==> src/rtl/seg7_pkg.sv <==
// Shared 7-segment definitions: active-low segment table, slot encodings and anode idle value.
package seg7_pkg;

    localparam logic [6:0] SEG_BLANK = 7'h7F;
    localparam logic [3:0] AN_OFF    = 4'b1111;

    typedef enum logic [1:0] {
        DIG0 = 2'd0,
        DIG1 = 2'd1,
        DIG2 = 2'd2,
        DIG3 = 2'd3
    } slot_t;

    // Packed table indexed by nibble; entry 15 is leftmost, entry 0 rightmost. Bit order {g,f,e,d,c,b,a}.
    localparam logic [15:0][6:0] HEX_SEG = {
        7'b0001110, 7'b0000110, 7'b0100001, 7'b1000110,
        7'b0000011, 7'b0001000, 7'b0010000, 7'b0000000,
        7'b1111000, 7'b0000010, 7'b0010010, 7'b0011001,
        7'b0110000, 7'b0100100, 7'b1111001, 7'b1000000
    };

endpackage

==> src/rtl/seg7_hex_decode.sv <==
// Combinational nibble to active-low 7-segment pattern, hex 0-F.
module seg7_hex_decode
    import seg7_pkg::*;
(
    input  logic [3:0] i_hex,
    output logic [6:0] o_seg
);

    always_comb begin
        o_seg = HEX_SEG[i_hex];
    end

endmodule

==> src/rtl/count_display_driver.sv <==
// Latches a 4-bit count, tracks 15->0 wraps, and scans it onto a 4-digit common-anode display.
module count_display_driver
    import seg7_pkg::*;
#(
    parameter int unsigned REFRESH_DIV  = 100000,
    parameter int unsigned BLANK_CYCLES = 64,
    parameter bit          BLANK_LZ     = 1'b1
) (
    input  logic       clk,
    input  logic       Clear_n,
    input  logic [3:0] count,
    input  logic       count_load,
    output logic [6:0] seg,
    output logic [3:0] an,
    output logic       dp
);

    localparam int unsigned PW = (REFRESH_DIV > 1) ? $clog2(REFRESH_DIV) : 1;
    localparam logic [PW-1:0] PRE_LAST  = PW'(REFRESH_DIV - 1);
    localparam logic [PW-1:0] PRE_BLANK = PW'(BLANK_CYCLES);

    logic [3:0]    r_value;
    logic [3:0]    r_wrap;
    logic [PW-1:0] r_pre;
    slot_t         r_slot;

    logic       w_ge10;
    logic [3:0] w_units;
    logic [3:0] w_tens;
    logic [3:0] w_nib;
    logic [6:0] w_dec;
    logic [6:0] w_seg_next;
    logic [3:0] w_an_next;
    logic       w_dp_next;

    // Values are 0..15, so tens is 0 or 1 and a single compare replaces a divider.
    always_comb begin
        w_ge10  = (r_value >= 4'd10);
        w_units = w_ge10 ? (r_value - 4'd10) : r_value;
        w_tens  = {3'b000, w_ge10};
        case (r_slot)
            DIG1:    w_nib = w_tens;
            DIG3:    w_nib = r_wrap;
            default: w_nib = w_units;
        endcase
    end

    seg7_hex_decode u_decode (
        .i_hex (w_nib),
        .o_seg (w_dec)
    );

    always_comb begin
        w_seg_next = SEG_BLANK;
        w_an_next  = AN_OFF;
        w_dp_next  = 1'b1;
        if (r_pre >= PRE_BLANK) begin
            case (r_slot)
                DIG0: begin
                    w_an_next  = 4'b1110;
                    w_seg_next = w_dec;
                end
                DIG1: begin
                    w_an_next  = 4'b1101;
                    w_seg_next = (BLANK_LZ && !w_ge10) ? SEG_BLANK : w_dec;
                end
                DIG2: begin
                    w_an_next  = 4'b1011;
                    w_seg_next = SEG_BLANK;
                end
                default: begin
                    w_an_next  = 4'b0111;
                    w_seg_next = w_dec;
                    w_dp_next  = 1'b0;
                end
            endcase
        end
    end

    always_ff @(posedge clk or negedge Clear_n) begin
        if (!Clear_n) begin
            r_value <= '0;
            r_wrap  <= '0;
            r_pre   <= '0;
            r_slot  <= DIG0;
            seg     <= SEG_BLANK;
            an      <= AN_OFF;
            dp      <= 1'b1;
        end else begin
            if (count_load) begin
                r_value <= count;
                if (r_value == 4'hF && count == 4'h0) begin
                    r_wrap <= r_wrap + 4'd1;
                end
            end
            if (r_pre == PRE_LAST) begin
                r_pre  <= '0;
                r_slot <= slot_t'(r_slot + 2'd1);
            end else begin
                r_pre <= r_pre + 1'b1;
            end
            seg <= w_seg_next;
            an  <= w_an_next;
            dp  <= w_dp_next;
        end
    end

endmodule

==> config.mk <==
export PLATFORM = sky130hd
export DESIGN_NAME = count_display_driver
export DESIGN_NICKNAME = d
export VERILOG_FILES = /design/src/rtl/seg7_pkg.sv /design/src/rtl/seg7_hex_decode.sv /design/src/rtl/count_display_driver.sv
export SDC_FILE = /design/constraint.sdc
export NUM_CORES = 1
export LEC_CHECK = 0
export ABC_AREA = 1
export CAP_MARGIN = 10
export CORE_MARGIN = 2
export CORE_UTILIZATION = 50
export DETAILED_ROUTE_END_ITERATION = 16
export PLACE_DENSITY_LB_ADDON = 0.05
export SYNTH_ARGS = -nofsm -noshare
export SYNTH_HDL_FRONTEND = slang
export SYNTH_SLANG_ARGS = --single-unit
==> constraint.sdc <==
create_clock -name clk -period 2.35 [get_ports clk]
set_input_delay 0.47 -clock clk [delete_from_list [all_inputs] [get_ports clk]]
set_output_delay 0.47 -clock clk [all_outputs]
set_load 0.005 [all_outputs]
After elaboration in Yosys (flattened, before gate mapping):

Memories as Yosys holds them, arrays and structs flattened.
Cells that the tools add are included.

* memories: 1
* flip-flop bits (word level): 39
* word-level logic and storage cells: 36
* bits in read-only memories: 112
* bits of input ports: 7

Memory list
* (name not given): depth 16, width 7, rd ports 1, clocked after Yosys merged registers in 0, wr ports 0, line seg7_hex_decode.sv:10 `o_seg = HEX_SEG[i_hex];`

* equality and inequality tests: 5
* multiplexer cells: 11
* order comparisons: 3
* add/sub/neg operators: 4
* reduce and logical (&&, ||, !) cells: 5

Operator list (number)
* $mux 7: 3
* $add 17x1->17 const B: 1
* $eq 17x17->1 const B: 1
* $ge 17x7->1 const B: 1
* $mux 17: 1
* $pmux 7 s2: 1
* $pmux 4 s3: 1
* $mux 4: 2
* $pmux 4 s2: 1
* $lt 4x5->1 const B: 1
* $add 4x1->4 const B: 1
* $eq 2x2->1 const B: 2
* $eq 4x4->1 const B: 1
* $ge 4x4->1 const B: 1
* $logic_not 4->1: 1
* $sub 4x4->4 const B: 1
* $reduce_or 3->1: 1
* $add 2x1->2 const B: 1
* $eq 2x1->1 const B: 1
* $logic_not 2->1: 1
* $mux 1: 2
* $reduce_and 2->1: 1
* $logic_and 1x1->1: 1

Depth between registers and ports, before layout:

Gate-level depths: netlist of the first run.

* word-level depth: 8
* gate-level depth with buffers: 14
* depth with buffers taken out: 14

Cells and area by module:

From an unflattened synthesis of the first run, not the netlist that was laid out.

* cells, all modules: 330
* area total of the unflattened synthesis: 2423.6 µm²

By module, submodules not included
* count_display_driver: cells each 281, sequential area each 964.7 µm², area an instance 2149.6 µm², instances 1
* seg7_hex_decode: cells each 49, sequential area each 0.0 µm², area an instance 274.0 µm², instances 1

Worst setup path before layout of the first run:

Ideal clock, no wire load.

* path type: register -> register
* from: reg r_slot[1]
* to: reg seg[3]
* setup time: 0.079 ns
* stages on the path, launching flop included: 15
* arrival time: 1.723 ns
* slack: 0.548 ns
* period minus slack after synthesis: 1.802 ns
* buffers on the path: 0
* data required time: 2.271 ns
* path through: dfrtp_1 > inv_1 > ha_1 > nor2_2 > nand2_1 > nand3_1 > inv_1 > ha_1 > inv_1 > nand2_1 > nand3_1 > nand2_1 > nand2_1 > nand2_1 > nand2_1

* cells in the longest elaborated chain, start to end: 7
* elaborated cells on any way between the ends: 9
* classes of those cells: eq/ne: 3; mux: 5; memory: 1

RTL lines
* start: declaration: line count_display_driver.sv:25 `slot_t r_slot;`
* start signal: assignment: line count_display_driver.sv:98 `r_slot <= slot_t'(r_slot + 2'd1);`
* $eq 2x2->1 / $eq 2x1->1 (equally long branches): line count_display_driver.sv:41, count_display_driver.sv:58
* $pmux 4 s2: line count_display_driver.sv:41 `case (r_slot)`
* $mem_v2 16x7
* $mux 7 (implied by the code): line seg7_hex_decode.sv:10
* $mux 7: line count_display_driver.sv:65 `w_seg_next = (BLANK_LZ && !w_ge10) ? SEG_BLANK : w_dec;`
* $pmux 7 s2 (*): line count_display_driver.sv:58 `case (r_slot)`
* $mux 7 (*): line count_display_driver.sv:57 `if (r_pre >= PRE_BLANK) begin`
* via w_seg_next[3]: line count_display_driver.sv:32 `logic [6:0] w_seg_next;`
* end signal: assignment: line count_display_driver.sv:102 `seg <= w_seg_next;`
* end: declaration: line count_display_driver.sv:13 `output logic [6:0] seg,`

Mark *: on every way through the listed nets, which the timed path passes. The rest lies on a longest branch. The select of a mux whose other input is x is not followed.
A chain may end at the register's enable or synchronous reset.

Final worst setup path of the first run:

Same ends and word-level chain as after synthesis.

==> summary.log, run 1 <==
[cells_and_area] area grow syn2layout 13.8%
[routing] DRC violation count after routing 0
[setup_path] Max FO, Critical Path 5
[die] Total Die Area 5240 um^2
[timing] final number of setup-violating endpoints 0
[worst_hold_path] hold crit path type in2async
[setup_path] endpoint arrival time on the critical path 2.24 ns
[placed_design] final weighted congestion of routability-driven global placement 0.862
[timing] final-layout setup total negative slack 0 ns
[placed_design] sum of net half-perimeters after detailed placement 3370 um
[routing] number of nets with antenna violations after detailed routing 0
[global_routing] number of global-route vias before repair 1715
[timing] Rel. slew slack 45.0%
[routing] via count 1827
[timing] final worst slack 0.327 ns
[power_and_ir_drop] Leakage Power 0.00131 uW
[setup_path] type of the worst setup path reg2reg
[synth] Synth Instances 288
[routing] first-iteration detailed-routing DRC count 136
[run_status] run status finished, final reports clean
[cells_and_area] fraction of layout instances using a drive strength above 1 15.4%
[synth] number of synthesized flops with an enable pin 0
[cts] TritonCTS clock tree done
[timing] worst-margin pin slew 0.826 ns
[setup_path] CP max-delay cell sky130_fd_sc_hd__dfrtp_1
[placed_design] placement-stage worst setup slack 0.335 ns
[placed_design] quantity of I/O buffers inserted on ports 18
[setup_path] CP startpoint kind flop
[die] number of ports placed on the die boundary 19
[timing] minimum clock period 2.02 ns
[timing] max-slew violation total from the final report 0
[cells_and_area] final cell utilization of the core 59.9%
[timing] endpoints failing hold 0
[synth] number of nets produced by synthesis 311
[cts] number of clock sinks seen by CTS 38
[cts] Clk Latency, worst-skew pair 0.29 ns
[synth] number of register bits inferred by synthesis 38
[setup_path] cells along the critical path inv_1 > ha_1 > nor2_2 > nand2_1 > nand3_1 > inv_1 > ha_1 > inv_1 > nand2_1 > nand3_1 > nand2_1 > nand2_1 > nand2_1 > nand2_1
[setup_path] delay contributed by the slowest stage of the critical path 0.41 ns
[timing] Fmax achieved 494 MHz
[cts] post-CTS setup buffer count 0
[setup_path] flop-to-flop setup slack 0.33 ns
[cts] Bufs on Longest Clock Path 2
[global_routing] total grt overflow 0
[routing] drt wl/cell 12.1 um
[die] Cell Rows 24
[cts] clock input transition at the sequential cells of the worst setup and hold paths 0.07 ns
[synth] area of the mapped netlist 2340 um^2
[routing] Detailed Routing Iterations Pass 1 4
[cts] # hold bufs at CTS 0
[global_routing] antenna violations before repair 0
[global_routing] All-Layer GR Usage 19.0%
[timing] RSZ-0062 raised after global routing no
[routing] vias per cell 5.03
[cts] count of cells resized by post-cts repair 0
[power_and_ir_drop] Max VDD drop 0.413 mV
[synth] yosys warns 0
[flow_run] number of max-cap violations 0
[setup_path] Buffers & Inverters on Critical Path 3
[synth] most used flip-flop cell after synthesis sky130_fd_sc_hd__dfrtp_1
[setup_path] required time at the worst-slack endpoint 2.56 ns
[die] chip width 72.4 um
[setup_path] family with the most delay on the worst path simple AND/OR/NAND/NOR gates
[cells_and_area] Nets 333
[setup_path] kind of end point of the critical path flop
[cells_and_area] fill cell instance count of the final layout 418
[die] overall die height 72.4 um
[cts] CTS H-tree lvls 2
[global_routing] maximum number of pins on one net before global-route repair 39
[synth] count of unique library cells instantiated by Yosys 33
[power_and_ir_drop] total power 1400 uW
[timing] worst setup skew after layout 0.00671 ns
[synth] average cell area after synthesis 8.12 um^2
[synth] proportion of register bits with asynchronous set or reset after synthesis 100%
[die] effective utilization at floorplan 52.6%
[die] core outline area 4440 um^2
[synth] proportion of synthesized chip area in sequential cells 41.2%
[routing] aggregate routed wire length 4380 um
[cts] Inserted Clock Buffers 5
[global_routing] first-pass GRT wire length 7890 um
[power_and_ir_drop] Pwr Density 525 nW/um^2
[cells_and_area] antenna fix cells 0
[setup_path] most frequent cell on the critical path sky130_fd_sc_hd__nand2_1
[timing] part of the cycle the worst path needs 86.1%
[cts] clock tree root buffer cell sky130_fd_sc_hd__clkbuf_8
-- area by class of cell --
type                            instances  area [um^2]  share of cell area [%]
Tap cell                               52         65.1                    2.44
Clock inverter                          1         30.0                    1.13
Clock buffer                            7         76.3                    2.87
Multi-Input combinational cell        203         1190                    44.5
Sequential cell                        38          965                    36.2
Timing Repair Buffer                   18          175                    6.58
Inverter                               44          165                    6.20
-- power by group --
part           total, uW  leakage, uW  internal (uW)  switching (uW)
clock                547    0.0000524            318             229
combinational        183     0.000785           64.9             118
sequential           669     0.000470            662            6.36
total               1400      0.00131           1040             353
-- state kept, by name (all words and copies together) (netlist names) --
signal,flops
r_value,4
r_wrap,4
seg,7
r_slot,2
an,4
r_pre,17
-- metal layers --
metal / track usage, % / routed length, um / vias up
met3: 4.58 / 202 / 4
li1: - / - / 961
met2: 27.6 / 1820 / 51
met1: 28.4 / 2330 / 811
met5: 0 / 0 / -
met4: 4.94 / 34 / 0
-- per-stage QoR --
stage	hold slack [ns]	instance area, um^2	instances
2_1_floorplan	0.174	2340	288
5_1_grt	0.340	2660	363
6_report	0.266	2660	363
4_1_cts	0.296	2660	363
3_5_place_dp	0.469	2560	355
3_3_place_gp	0.463	2560	355
-- Yosys cell counts, types with 3 or more instances --
master                    instances  share of area (%)
sky130_fd_sc_hd__nand4_1          6                1.6
sky130_fd_sc_hd__o21ai_1          7                1.5
sky130_fd_sc_hd__dfrtp_1         27                 29
sky130_fd_sc_hd__nand3_1         22                4.7
sky130_fd_sc_hd__nand2_2         10                2.7
sky130_fd_sc_hd__nor2_2           3               0.80
sky130_fd_sc_hd__xor2_1           9                3.4
sky130_fd_sc_hd__inv_2            5               0.80
sky130_fd_sc_hd__ha_1            16                8.6
sky130_fd_sc_hd__nor3_1          15                3.2
sky130_fd_sc_hd__inv_1           39                6.3
sky130_fd_sc_hd__nor3_2           3                1.3
sky130_fd_sc_hd__nand2_1         69                 11
sky130_fd_sc_hd__nor4_1           3               0.80
sky130_fd_sc_hd__nor2_1          18                2.9
sky130_fd_sc_hd__o21ai_0          4               0.86
sky130_fd_sc_hd__dfstp_2         11                 12
-- worst reg2reg max path: stages, from the launching register on --
cell and delay [ns]:
sky130_fd_sc_hd__dfrtp_1 0.41, sky130_fd_sc_hd__inv_1 0.10, sky130_fd_sc_hd__ha_1 0.24, sky130_fd_sc_hd__nor2_2 0.16, sky130_fd_sc_hd__nand2_1 0.07, sky130_fd_sc_hd__nand3_1 0.16
sky130_fd_sc_hd__inv_1 0.13, sky130_fd_sc_hd__ha_1 0.31, sky130_fd_sc_hd__inv_1 0.04, sky130_fd_sc_hd__nand2_1 0.05, sky130_fd_sc_hd__nand3_1 0.06, sky130_fd_sc_hd__nand2_1 0.07
sky130_fd_sc_hd__nand2_1 0.05, sky130_fd_sc_hd__nand2_1 0.05, sky130_fd_sc_hd__nand2_1 0.05
-- final timing paths --
kind                            from    endpoint  cells past startpoint
setup / recovery           r_slot[1]      seg[3]                     14
hold / removal               Clear_n  r_value[0]                      1
setup reg to reg           r_slot[1]      seg[3]                     14
hold reg to reg            r_wrap[3]   r_wrap[3]                      1
max in group asynchronous    Clear_n   r_slot[1]                      1
min in group clk           r_wrap[3]   r_wrap[3]                      1
-- layout by cell type, fill, tap and decap left out, types with 3 or more instances in the layout --
cell	Yosys	layout
sky130_fd_sc_hd__nand2_1	69	69
sky130_fd_sc_hd__inv_1	39	39
sky130_fd_sc_hd__dfrtp_1	27	27
sky130_fd_sc_hd__nand3_1	22	22
sky130_fd_sc_hd__nor2_1	18	18
sky130_fd_sc_hd__clkdlybuf4s50_1	0	17
sky130_fd_sc_hd__ha_1	16	16
sky130_fd_sc_hd__nor3_1	15	15
sky130_fd_sc_hd__dfstp_2	11	11
sky130_fd_sc_hd__nand2_2	10	10
sky130_fd_sc_hd__xor2_1	9	9
sky130_fd_sc_hd__o21ai_1	7	7
sky130_fd_sc_hd__nand4_1	6	6
sky130_fd_sc_hd__inv_2	5	5
sky130_fd_sc_hd__clkbuf_8	0	5
sky130_fd_sc_hd__o21ai_0	4	4
sky130_fd_sc_hd__nor2_2	3	3
sky130_fd_sc_hd__nor4_1	3	3
sky130_fd_sc_hd__nor3_2	3	3
-- cells by family after synthesis --
group	Yosys count	synth area share, %
AO/OA/AOI/OAI	15	3.90
AND/OR/NAND/NOR	160	33.6
flip-flops	38	41.2
adder cells (fa/ha/maj)	16	8.56
buffers and inverters	47	8.07
multiplexers	1	0.481
XOR/XNOR	11	4.12
(Power assumes the default switching activity.)
==> inputs of run 2 (changes only) <==
--- a/config.mk
+++ b/config.mk
@@ -11,6 +11,7 @@
 export CORE_UTILIZATION = 50
 export DETAILED_ROUTE_END_ITERATION = 16
 export PLACE_DENSITY_LB_ADDON = 0.05
+export SETUP_SLACK_MARGIN = 0.4
 export SYNTH_ARGS = -nofsm -noshare
 export SYNTH_HDL_FRONTEND = slang
 export SYNTH_SLANG_ARGS = --single-unit
==> summary.log, run 2 (synthesis gave the netlist of run 1 again) <==
[run_status] run status finished, final reports clean
[routing] via count 1838
[cells_and_area] count of non-filler cells in the finished layout 366
[flow_run] number of max-cap violations 0
[placed_design] Placed Cells incl. Taps 355
[die] number of ports placed on the die boundary 19
[placed_design] placement-stage worst setup slack 0.335 ns
[setup_path] required time at the worst-slack endpoint 1.88 ns
[cts] Clk Latency, worst-skew pair 0.30 ns
[setup_path] delay contributed by the slowest stage of the critical path 0.53 ns
[routing] Detailed Routing Iterations Pass 1 4
[routing] drt wl/cell 12.3 um
[die] effective utilization at floorplan 52.6%
[timing] max-slew violation total from the final report 0
[die] chip width 72.4 um
[timing] part of the cycle the worst path needs 75.5%
[worst_hold_path] hold crit path type in2async
[cts] clock input transition at the sequential cells of the worst setup and hold paths 0.08 ns
[setup_path] kind of end point of the critical path output port
[placed_design] final weighted congestion of routability-driven global placement 0.862
[die] overall die height 72.4 um
[global_routing] All-Layer GR Usage 19.2%
[cells_and_area] most common library cell in the layout ignoring fill and taps sky130_fd_sc_hd__nand2_1
[setup_path] endpoint arrival time on the critical path 1.30 ns
[cells_and_area] most frequent cells in the layout sky130_fd_sc_hd__nand2_1 (69), sky130_fd_sc_hd__inv_1 (36), sky130_fd_sc_hd__dfrtp_1 (25)
[cts] Bufs on Longest Clock Path 2
[timing] Rel. slew slack 45.2%
[die] Total Die Area 5240 um^2
[timing] final-layout setup total negative slack 0 ns
[setup_path] family with the most delay on the worst path flip-flops
[routing] aggregate routed wire length 4500 um
[placed_design] quantity of I/O buffers inserted on ports 18
[cts] clock tree root buffer cell sky130_fd_sc_hd__clkbuf_8
[cts] TritonCTS clock tree done
[setup_path] CP max-delay cell sky130_fd_sc_hd__dfstp_2
[setup_path] launch point of the critical path an[3]
[setup_path] Buffers & Inverters on Critical Path 1
[global_routing] number of global-route vias before repair 1711
[routing] DRC violation count after routing 0
[routing] number of nets with antenna violations after detailed routing 0
[setup_path] CP startpoint kind flop
[global_routing] first-pass GRT wire length 7960 um
[setup_path] cells along the critical path clkdlybuf4s50_1
[timing] worst setup skew after layout 0.00790 ns
[timing] minimum clock period 1.77 ns
[cells_and_area] biggest registers after layout r_pre: 17 flops, seg: 7 flops
[timing] endpoints failing hold 0
[timing] worst-margin pin slew 0.822 ns
[power_and_ir_drop] Leakage Power 0.00132 uW
[global_routing] maximum number of pins on one net before global-route repair 39
[setup_path] Max FO, Critical Path 2
[die] Cell Rows 24
[routing] first-iteration detailed-routing DRC count 159
[cells_and_area] area grow syn2layout 16.6%
[cells_and_area] max FFs per register 17
[timing] RSZ-0062 raised after global routing no
[setup_path] type of the worst setup path reg2out
[timing] final worst slack 0.575 ns
[setup_path] Reg-to-Reg End seg[3]
[global_routing] antenna violations before repair 0
[setup_path] path length in cells of the critical path 1
[timing] Fmax achieved 563 MHz
[timing] final number of setup-violating endpoints 0
[setup_path] crit path capture an[3]
[placed_design] sum of net half-perimeters after detailed placement 3370 um
[power_and_ir_drop] Pwr Density 516 nW/um^2
[cells_and_area] fraction of layout instances using a drive strength above 1 19.4%
[cts] Inserted Clock Buffers 5
[cells_and_area] antenna fix cells 0
[cts] CTS H-tree lvls 2
[cts] number of clock sinks seen by CTS 38
[cells_and_area] largest register by flop count r_pre
[global_routing] total grt overflow 0
[routing] vias per cell 5.02
[die] core outline area 4440 um^2
[setup_path] length in cells of the worst reg-to-reg path 13
[setup_path] flop-to-flop setup slack 0.60 ns
[setup_path] reg-to-reg critical path startpoint r_slot[1]
[power_and_ir_drop] total power 1410 uW
[power_and_ir_drop] Max VDD drop 0.417 mV
[cells_and_area] Nets 336
[run 2: power by group]
part           internal [uW]  switching [uW]
clock network            318             232
logic                   69.5             120
registers                662            6.54
[run 2: area by class of cell]
class / instances / area, um^2
fill: 411 / 1720
multi-input combinational: 203 / 1230
sequential: 38 / 967
timing repair buffer: 21 / 198
inverter: 44 / 165
clock buffer: 7 / 76.3
tap: 52 / 65.1
clock inverter: 1 / 30.0
[run 2: worst register-to-register path, cell delays in order (launching register included)]
cell and delay, ns:
sky130_fd_sc_hd__dfrtp_2 0.41, sky130_fd_sc_hd__inv_2 0.07, sky130_fd_sc_hd__ha_4 0.18, sky130_fd_sc_hd__nor2_4 0.11, sky130_fd_sc_hd__nand3_1 0.08, sky130_fd_sc_hd__and2_4 0.16
sky130_fd_sc_hd__ha_1 0.31, sky130_fd_sc_hd__inv_1 0.06, sky130_fd_sc_hd__nand2_1 0.05, sky130_fd_sc_hd__nand3_1 0.06, sky130_fd_sc_hd__nand2_1 0.05, sky130_fd_sc_hd__nand2_1 0.05
sky130_fd_sc_hd__nand2_1 0.05, sky130_fd_sc_hd__nand2_1 0.06
[run 2: stage by stage]
step / hold WS [ns] / util [%] / area [um^2]
after floorplan: 0.174 / - / 2340
after global placement: 0.463 / 57.5 / 2560
after detailed placement: 0.469 / 57.5 / 2560
after CTS: 0.296 / 60.2 / 2680
after global routing: 0.340 / 61.4 / 2730
final: 0.263 / 61.4 / 2730
[run 2: what timing repair did]
| item | 4_1_cts | 5_1_grt |
|---|---|---|
| buffers inserted | 1 | 2 |
| setup endpoints to repair | 6 | 7 |
| endpoints found under the hold margin | 0 | 0 |
| hold buffers | 0 | 0 |
| cloned | 0 | 0 |
| pin swaps | 0 | 1 |
| resized for setup | 2 | 12 |
[run 2: routing by layer]
metal | routed length, um | share of wire (%) | track usage [%]
met4 | 33 | 0.73 | 4.94
met2 | 1860 | 41 | 27.5
met1 | 2380 | 53 | 29.0
met5 | 0 | 0 | 0
met3 | 223 | 5.0 | 4.58
[run 2: how the worst min path moves through the flow]
stage,startpoint,slack [ns],cells after the start,to
after floorplan,Clear_n,0.17,0,r_pre[0]
after global placement,r_wrap[3],0.46,1,r_wrap[3]
after detailed placement,r_wrap[3],0.47,1,r_wrap[3]
after CTS,Clear_n,0.30,1,r_value[0]
after global routing,Clear_n,0.34,1,r_value[3]
final,Clear_n,0.26,1,r_value[3]
==> inputs of run 3 (changes only) <==
==> constraint.sdc (replaced) <==
create_clock -name clk -period 1.6 [get_ports clk]
set_input_delay 0.32 -clock clk [delete_from_list [all_inputs] [get_ports clk]]
set_output_delay 0.32 -clock clk [all_outputs]
set_load 0.005 [all_outputs]
==> summary.log, run 3 (synthesis gave the netlist of run 1 again) <==
[run_status] run status finished with violations
[run_status] failing checks negative setup slack
[routing] number of nets with antenna violations after detailed routing 0
[die] effective utilization at floorplan 52.6%
[routing] vias per cell 5.44
[cells_and_area] Nets 390
[timing] Rel. slew slack 67.3%
[cells_and_area] most frequent cells in the layout sky130_fd_sc_hd__nand2_1 (60), sky130_fd_sc_hd__buf_4 (41), sky130_fd_sc_hd__inv_1 (21), sky130_fd_sc_hd__buf_6 (21), sky130_fd_sc_hd__dfrtp_1 (18)
[cts] # hold bufs at CTS 0
[setup_path] kind of end point of the critical path flop
[global_routing] total grt overflow 0
[global_routing] maximum number of pins on one net before global-route repair 39
[die] core outline area 4440 um^2
[setup_path] CP max-delay cell sky130_fd_sc_hd__dfrtp_2
[routing] first-iteration detailed-routing DRC count 208
[setup_path] endpoint arrival time on the critical path 2.03 ns
[timing] final number of setup-violating endpoints 7
[setup_path] launch point of the critical path r_slot[1]
[setup_path] type of the worst setup path reg2reg
[setup_path] Max FO, Critical Path 5
[routing] aggregate routed wire length 6880 um
[cts] number of clock sinks seen by CTS 38
[timing] worst-margin pin slew 0.490 ns
[global_routing] antenna violations before repair 0
[routing] via count 2286
[die] overall die height 72.4 um
[cts] Inserted Clock Buffers 5
[cells_and_area] fill cell instance count of the final layout 255
[placed_design] quantity of I/O buffers inserted on ports 18
[cells_and_area] antenna fix cells 0
[routing] drt wl/cell 16.4 um
[cts] TritonCTS clock tree done
[flow_run] number of max-cap violations 0
[cts] Clk Latency, worst-skew pair 0.30 ns
[power_and_ir_drop] Max VDD drop 0.417 mV
[placed_design] sum of net half-perimeters after detailed placement 3530 um
[placed_design] placement-stage worst setup slack -0.151 ns
[cts] clock input transition at the sequential cells of the worst setup and hold paths 0.09 ns
[cells_and_area] area grow syn2layout 54.5%
[setup_path] delay contributed by the slowest stage of the critical path 0.46 ns
[die] number of ports placed on the die boundary 19
[cells_and_area] final cell utilization of the core 81.3%
[timing] endpoints failing hold 0
[power_and_ir_drop] Leakage Power 0.00180 uW
[cells_and_area] fraction of layout instances using a drive strength above 1 53.8%
[routing] Detailed Routing Iterations Pass 1 4
[setup_path] cells along the critical path ha_4 > buf_4 > buf_4 > nand2_1 > inv_1 > a21oi_4 > nand2_1 > nand3_1 > nand3_1 > nand2_1 > nand2_1
[placed_design] final weighted congestion of routability-driven global placement 0.846
[cts] clock tree root buffer cell sky130_fd_sc_hd__clkbuf_8
[setup_path] most frequent cell on the critical path sky130_fd_sc_hd__nand2_1
[setup_path] length in cells of the worst reg-to-reg path 11
[setup_path] reg-to-reg critical path startpoint r_slot[1]
[cells_and_area] most common library cell in the layout ignoring fill and taps sky130_fd_sc_hd__nand2_1
[cells_and_area] biggest registers after layout r_pre: 17 flops, seg: 7 flops
[cells_and_area] largest register by flop count r_pre
[worst_hold_path] hold crit path type in2async
[cts] Bufs on Longest Clock Path 2
[timing] minimum clock period 1.81 ns
[setup_path] CP startpoint kind flop
[timing] part of the cycle the worst path needs 113%
[timing] worst setup skew after layout 0.0152 ns
[routing] DRC violation count after routing 0
[global_routing] first-pass GRT wire length 9140 um
[global_routing] number of global-route vias before repair 1997
[timing] max-slew violation total from the final report 0
[cells_and_area] max FFs per register 17
[timing] final worst slack -0.209 ns
[cts] CTS H-tree lvls 2
[global_routing] All-Layer GR Usage 22.4%
[power_and_ir_drop] Pwr Density 603 nW/um^2
[setup_path] required time at the worst-slack endpoint 1.82 ns
[die] Cell Rows 24
[die] chip width 72.4 um
[die] Total Die Area 5240 um^2
[timing] Fmax achieved 553 MHz
[timing] minimum hold slack 0.0524 ns
[timing] RSZ-0062 raised after global routing yes
-- run 3: power by group --
group	switching, uW	internal, uW
combinational	225	145
clock	358	467
sequential	13.1	973
total	596	1590
-- run 3: metal layers --
layer | up-vias | GRT usage, % | routed length [um]
li1 | 1080 | - | -
met1 | 1085 | 30.3 | 2800
met2 | 98 | 36.0 | 3470
met3 | 23 | 4.17 | 413
met4 | 0 | 8.02 | 199
met5 | - | 0 | 0
-- run 3: layout make-up --
| cell class | instances | area, um^2 | share of cell area, % |
|---|---|---|---|
| Sequential cell | 38 | 976 | 27.0 |
| Multi-Input combinational cell | 204 | 1650 | 45.6 |
| Clock buffer | 7 | 76.3 | 2.11 |
| Clock inverter | 1 | 30.0 | 0.831 |
| Tap cell | 52 | 65.1 | 1.80 |
| Inverter | 44 | 184 | 5.09 |
| Timing Repair Buffer | 74 | 637 | 17.6 |
-- run 3: path summary, 6_finish.rpt --
path | to | slack, ns
worst max-delay path | seg[4] | -0.21
worst min-delay path | r_slot[1] | 0.05
worst max register to register | seg[4] | -0.21
worst min register to register | r_wrap[3] | 0.50
max in group asynchronous | r_pre[6] | 1.16
min in group clk | r_value[1] | 0.34
-- run 3: metrics by stage --
step	instances	power (uW)	cell area [um^2]	TNS, ns
after floorplan	288	1200	2400	-0.0778
after global placement	371	1310	2740	-0.585
after detailed placement	371	1310	2740	-0.779
after CTS	407	2130	3180	-0.594
after global routing	420	2260	3610	-1.87
final	420	2180	3610	-1.26
-- run 3: critical path, delay by kind of cell, from the launching register on --
kind / cells / cell delay, ns
AOI/OAI and AO/OA: 1 / 0.18
adders and majority gates: 1 / 0.20
buffers and inverters: 3 / 0.35
DFF: 1 / 0.46
and+or+nand+nor: 6 / 0.54
-- run 3: repair_timing --
item | 4_1_cts | 5_1_grt
gates cloned | 1 | 0
pin swaps | 17 | 41
buffers inserted | 27 | 13
endpoints found under the setup margin | 44 | 44
resized for setup | 94 | 81
